### src/rtl/pwm_pkg.sv
// pwm_pkg: definitions shared by the PWM receive path and the rover's clk_div
// PWM generator.
//   pwm_state_t    - measurement FSM encoding (IDLE / HIGH / LOW), 2 bits
//   CNT_W_DEFAULT  - default width of the high-time and period counters
//   PWM_SCALE      - PWM full-scale constant shared with clk_div
package pwm_pkg;

   localparam int CNT_W_DEFAULT = 16;
   localparam int PWM_SCALE     = 4000;

   typedef enum logic [1:0] {
      IDLE = 2'd0,
      HIGH = 2'd1,
      LOW  = 2'd2
   } pwm_state_t;

endpackage

### src/rtl/sync_edge_det.sv
// sync_edge_det: brings an asynchronous level into the clk domain through two
// flops and adds a third flop so that edges of the synchronized level can be
// detected. It is shared by any input that needs clean edge pulses.
// Ports:
//   clk   in   system clock
//   reset in   synchronous, active-low reset (all flops cleared)
//   din   in   asynchronous input level
//   s2    out  synchronized level
//   rise  out  one-cycle pulse on a synchronized 0->1 transition
//   fall  out  one-cycle pulse on a synchronized 1->0 transition
module sync_edge_det
   import pwm_pkg::*;
(
   input  logic clk,
   input  logic reset,
   input  logic din,
   output logic s2,
   output logic rise,
   output logic fall
);

   logic s1;
   logic s3;

   always_ff @(posedge clk) begin
      if (!reset) begin
         s1 <= 1'b0;
         s2 <= 1'b0;
         s3 <= 1'b0;
      end else begin
         s1 <= din;
         s2 <= s1;
         s3 <= s2;
      end
   end

   assign rise = s2 & ~s3;
   assign fall = ~s2 & s3;

endmodule

### src/rtl/pwm_capture.sv
// pwm_capture: measures an incoming PWM waveform in clk cycles and flags a
// stalled input.
// Ports:
//   clk         in   system clock
//   reset       in   synchronous, active-low reset
//   pwm_in      in   asynchronous PWM input
//   high_time   out  cycles the input was high in the last complete period
//   period      out  cycles between the last two rising edges
//   valid       out  one-cycle strobe when high_time/period update
//   stuck       out  no edge seen for TIMEOUT cycles (level)
//   stuck_level out  synchronized input level captured when stuck asserted
// A closing rise first sampled on edge E produces valid on edge E+4: two
// synchronizer edges, one FSM edge, then two result pipeline stages.
module pwm_capture
   import pwm_pkg::*;
#(
   parameter int CNT_W   = CNT_W_DEFAULT,
   parameter int TIMEOUT = 40000
) (
   input  logic             clk,
   input  logic             reset,
   input  logic             pwm_in,
   output logic [CNT_W-1:0] high_time,
   output logic [CNT_W-1:0] period,
   output logic             valid,
   output logic             stuck,
   output logic             stuck_level
);

   // cnt parks at TIMEOUT-1; the timeout fires on the edge that would bring
   // it there, so an input quiet for TIMEOUT samples is declared stuck.
   localparam logic [CNT_W-1:0] CNT_SAT  = CNT_W'(TIMEOUT - 1);
   localparam logic [CNT_W-1:0] CNT_TRIP = CNT_W'(TIMEOUT - 2);

   logic             s2;
   logic             rise;
   logic             fall;
   pwm_state_t       state;
   pwm_state_t       state_nxt;
   logic [CNT_W-1:0] cnt;
   logic [CNT_W-1:0] hcnt;
   logic             timeout_hit;
   logic             close_period;
   logic             vld_p0;
   logic             vld_p1;
   logic [CNT_W-1:0] high_p0;
   logic [CNT_W-1:0] period_p0;
   logic [CNT_W-1:0] high_p1;
   logic [CNT_W-1:0] period_p1;

   function automatic logic [CNT_W-1:0] sat_inc(input logic [CNT_W-1:0] v);
      return (v == CNT_SAT) ? v : v + 1'b1;
   endfunction

   sync_edge_det u_sync (
      .clk  (clk),
      .reset(reset),
      .din  (pwm_in),
      .s2   (s2),
      .rise (rise),
      .fall (fall)
   );

   // An edge clears cnt first, so a coincident edge always beats the timeout.
   assign timeout_hit  = (state != IDLE) && !rise && !fall && (cnt == CNT_TRIP);
   assign close_period = (state == LOW) && rise;

   always_comb begin
      state_nxt = state;
      case (state)
         IDLE: if (rise) state_nxt = HIGH;
         HIGH: begin
            if (fall)             state_nxt = LOW;
            else if (timeout_hit) state_nxt = IDLE;
         end
         LOW: begin
            if (rise)             state_nxt = HIGH;
            else if (timeout_hit) state_nxt = IDLE;
         end
         default: state_nxt = IDLE;
      endcase
   end

   always_ff @(posedge clk) begin
      if (!reset) begin
         state       <= IDLE;
         cnt         <= '0;
         hcnt        <= '0;
         stuck       <= 1'b0;
         stuck_level <= 1'b0;
         vld_p0      <= 1'b0;
         high_p0     <= '0;
         period_p0   <= '0;
         vld_p1      <= 1'b0;
         high_p1     <= '0;
         period_p1   <= '0;
         valid       <= 1'b0;
         high_time   <= '0;
         period      <= '0;
      end else begin
         state <= state_nxt;
         cnt   <= (rise || fall) ? '0 : sat_inc(cnt);
         // cnt is one behind the sample count because the clear happens on
         // the edge that detects the transition; +1 makes the result exact.
         if ((state == HIGH) && fall) hcnt <= cnt + 1'b1;
         if (rise || fall) begin
            stuck       <= 1'b0;
            stuck_level <= 1'b0;
         end else if (timeout_hit) begin
            stuck       <= 1'b1;
            stuck_level <= s2;
         end

         // ---- stage p0: result formed at the closing rise
         vld_p0 <= close_period;
         if (close_period) begin
            high_p0   <= hcnt;
            period_p0 <= hcnt + cnt + 1'b1;
         end

         // ---- stage p1 (a timeout, only possible for tiny TIMEOUT, drops the
         // in-flight strobe so valid never overlaps stuck)
         vld_p1    <= vld_p0 && !timeout_hit;
         high_p1   <= high_p0;
         period_p1 <= period_p0;

         // ---- stage p2: registered outputs
         valid <= vld_p1 && !timeout_hit;
         if (vld_p1 && !timeout_hit) begin
            high_time <= high_p1;
            period    <= period_p1;
         end
      end
   end

endmodule
### config.mk
export PLATFORM = sky130hd
export DESIGN_NAME = pwm_capture
export DESIGN_NICKNAME = d
export VERILOG_FILES = /design/src/rtl/pwm_pkg.sv /design/src/rtl/sync_edge_det.sv /design/src/rtl/pwm_capture.sv
export SDC_FILE = /design/constraint.sdc
export NUM_CORES = 1
export LEC_CHECK = 0
export BUFFER_PORTS_ARGS = -buffer_cell sky130_fd_sc_hd__buf_2
export CORE_MARGIN = 2
export CORE_UTILIZATION = 45
export CTS_BUF_LIST = sky130_fd_sc_hd__clkbuf_8
export CTS_CLUSTER_SIZE = 20
export DETAILED_ROUTE_END_ITERATION = 10
export GPL_ROUTABILITY_DRIVEN = 0
export SLEW_MARGIN = 20
export SYNTH_ARGS = -nofsm -noshare
export SYNTH_HDL_FRONTEND = slang
export SYNTH_HIERARCHICAL = 1
export SYNTH_SLANG_ARGS = --single-unit
### constraint.sdc
create_clock -name clk -period 5.2 [get_ports clk]
set_input_delay 0.78 -clock clk [delete_from_list [all_inputs] [get_ports clk]]
set_output_delay 0.78 -clock clk [all_outputs]
set_load 0.05 [all_outputs]
==> results.py <==
metrics = {
    "synthesis": {
        "muxShareOfSynthArea": 0.00381,
        "synth-xor-area-share": 0.0434,
        "synth_compound_gate_area_share": 0.159,
        "synth_warnings": 6,
        "yosys.area_share.simple": 0.184,
        "yosysSeqAreaShare": 0.526,
        "mappedNetlistArea_um2": 5250,
        "postSynth.asyncResetShare": 0,
        "synth_seq_cells": 138,
        "synth_edf_count": 0,
        "synth_nets": 587,
        "syn_area_per_cell_um2": 9.28,
        "ys.flop_type": "dfxtp_1",
        "netlist_instances": 566,
        "synth_fa_ha_area_frac": 0.0443,
        "yosysUniqueCellTypes": 46,
        "synth_top_family_by_area": "simple AND/OR/NAND/NOR gates",
    },
    "setup_path": {
        "worst-path-buf-inv": 2,
        "cp_data_required_time_ns": 5.52,
        "endpoint_kind": "register",
        "setup.worst_path.class": "register to register",
        "cp_max_fo": 6,
        "max_stage_delay_ns": 0.48,
        "path_cells": "inv_1 -> ha_1 -> inv_1 -> fa_1 -> a21oi_1 -> o21ai_0 -> o21ai_1 -> o21ai_0 -> mux2i_1 -> a22o_1",
        "startpoint_type": "register",
        "cpMaxStageDelayCell": "o21ai_0",
        "arrival_ns": 2.78,
        "critical-path-top-delay-family": "compound AO/OA/AOI/OAI gates",
    },
    "floorplanning": {
        "fp.dieArea_um2": 12600,
        "initial_utilization": 0.460,
        "die_x_um": 112,
        "ios": 38,
        "coreArea_um2": 11400,
        "rows": 39,
        "die_h_um": 112,
    },
    "power_and_ir_drop": {
        "power.total_w": 0.00200,
        "switching_share": 0.210,
        "power.internal_w": 0.00158,
        "power.leakage_nw": 2.29,
        "ir_drop_uv": 169,
        "power_density_nw_per_um2": 339,
        "power_frac_comb": 0.017,
        "p_seq_frac": 0.533,
        "p_clk_frac": 0.450,
        "p_switching_w": 0.000420,
    },
    "layout": {
        "area_growth_pct": 12.3,
        "drive_above_1_share": 0.127,
        "final_util": 0.517,
        "num-fill-cells": 1061,
        "multi_input_area_um2": 2280,
        "finalNetCount": 615,
        "antenna_cells": 0,
        "seqCellArea_um2": 2760,
    },
    "sta": {
        "fin_tns_setup_ns": 0,
        "setup_viol": 0,
        "fin_skew_ns": 0.00530,
        "hold_viol": 0,
        "max_freq_mhz": 408,
        "maxSlewHeadroom": 0.530,
        "period_needed_ns": 2.45,
        "drv_slew": 0,
        "period_share": 0.472,
        "hold_ws_ns": 0.430,
        "layout_setup_ws_ns": 2.75,
        "tightest_slew_ns": 0.705,
        "rsz0062_at_grt": "no",
    },
    "place": {
        "dp_slack_ns": 2.78,
        "port_buffers": 37,
        "place.detailed.hpwl_mm": 7.39,
    },
    "drt": {
        "wl_per_cell_um": 13.9,
        "firstDrtPassIters": 5,
        "wl_mm": 10.4,
        "num_vias": 3816,
        "drt_iter0_drc": 178,
        "drc_errors": 0,
        "detail-route-antenna-nets": 0,
        "via_per_inst": 5.09,
    },
    "global_route": {
        "grt_pass1_wl_mm": 18.0,
        "grt_pass1_vias": 3673,
        "track_usage": 0.180,
        "grt_overflow": 0,
        "antenna_found_initial": 0,
        "grt_start_max_net_pins": 34,
    },
    "clock_network": {
        "hold_buffers": 0,
        "numCtsBuffers": 17,
        "clk_latency_ns": 0.43,
        "cts_tree": "yes",
        "h-tree-depth": 4,
        "cts_sinks": 138,
        "postCtsResizedCells": 0,
        "post_cts_buffers": 0,
        "clk_pin_slew_ns": 0.07,
        "ctsRootBufferMaster": "clkbuf_8",
        "cts_buffer_depth": 2,
    },
    "outcome": {
        "status": "complete, no violations",
    },
    "run": {
        "maxCapViolations": 0,
    },
    "hold_path": {
        "hold_class": "register to register",
    },
}
==> kinds of logic after synthesis <==
group,after synthesis
compound gates,130
xor+xnor,26
fa+ha+maj,18
buf+inv,43
flops,138
mux,2
simple gates,209
==> registers in the layout, indices dropped and copies added, names as in the netlist, 2 cells and up <==
name	count
period_p0	16
cnt	16
state	2
period	16
high_time	16
high_p1	16
period_p1	16
hcnt	16
high_p0	16
==> synth_stat cells, types with 4 or more instances <==
cell type | n | area share
nand4_1 | 4 | 0.0048
and3_1 | 4 | 0.0048
xor2_1 | 9 | 0.015
o21ai_0 | 10 | 0.0095
ha_1 | 17 | 0.040
a22o_1 | 4 | 0.0067
dfxtp_1 | 138 | 0.53
and2_1 | 35 | 0.042
a21oi_1 | 60 | 0.057
nor3_1 | 4 | 0.0038
inv_1 | 11 | 0.0079
nand2_1 | 89 | 0.064
buf_6 | 5 | 0.011
nor2_1 | 42 | 0.030
nand3_1 | 14 | 0.013
a2bb2oi_1 | 4 | 0.0067
o211ai_1 | 5 | 0.0071
o22a_1 | 16 | 0.027
a211oi_1 | 13 | 0.019
xnor2_1 | 17 | 0.028
clkbuf_1 | 23 | 0.016
nor2b_1 | 4 | 0.0048
==> through the flow <==
step                      std cells  area [um2]
after global routing            750        5900
final                           750        5900
after floorplan                 566        5250
after detailed placement        718        5470
after CTS                       750        5900
after global placement          718        5470
==> layout make-up <==
class	instances	area share
Clock buffer	20	0.0467
Timing Repair Buffer	40	0.0352
Inverter	12	0.00764
Multi-Input combinational cell	385	0.387
Clock inverter	12	0.0250
Sequential cell	138	0.468
Tap cell	143	0.0303
==> routing by layer <==
layer | part of all wire | wire length (um) | GRT usage
met1 | 0.49 | 5130 | 0.232
met2 | 0.47 | 4890 | 0.299
met3 | 0.030 | 312 | 0.0470
met4 | 0.011 | 110 | 0.0561
met5 | 0 | 0 | 0
==> cell usage in the layout, fill, tap and decap left out, drive strengths merged, types with 5 or more instances in the layout <==
master / instances
a211oi: 13
a21oi: 60
and2: 36
buf: 40
clkbuf: 20
dfxtp: 138
ha: 17
inv: 15
nand2: 90
nand3: 14
nor2: 42
o211ai: 5
o21ai: 11
o22a: 16
xnor2: 17
xor2: 9
==> power groups by stage <==
stage / clock network [W] / logic, W / registers, W
3_5_place_dp: 0 / 0.0000349 / 0.00109
5_1_grt: 0.000965 / 0.0000397 / 0.00107
3_3_place_gp: 0 / 0.0000343 / 0.00109
4_1_cts: 0.000918 / 0.0000353 / 0.00107
6_report: 0.000899 / 0.0000348 / 0.00107
2_1_floorplan: 0 / 0.0000248 / 0.00109
==> worst paths after layout <==
check / depth (start not counted) / from / slack (ns) / endpoint
worst max register to register: 10 / cnt[0] / 2.75 / period_p0[14]
worst min register to register: 2 / high_p1[11] / 0.43 / high_time[11]
worst min-delay path: 2 / high_p1[11] / 0.43 / high_time[11]
worst max-delay path: 10 / cnt[0] / 2.75 / period_p0[14]
==> worst register-to-register path: cells and delay by family, from the launching register on <==
family	cells	cell delay [ns]
compound gates	5	1.18
buf+inv	2	0.18
fa+ha+maj	2	0.42
mux	1	0.15
flops	1	0.43
Note: power is estimated with default switching activity, not from simulation.
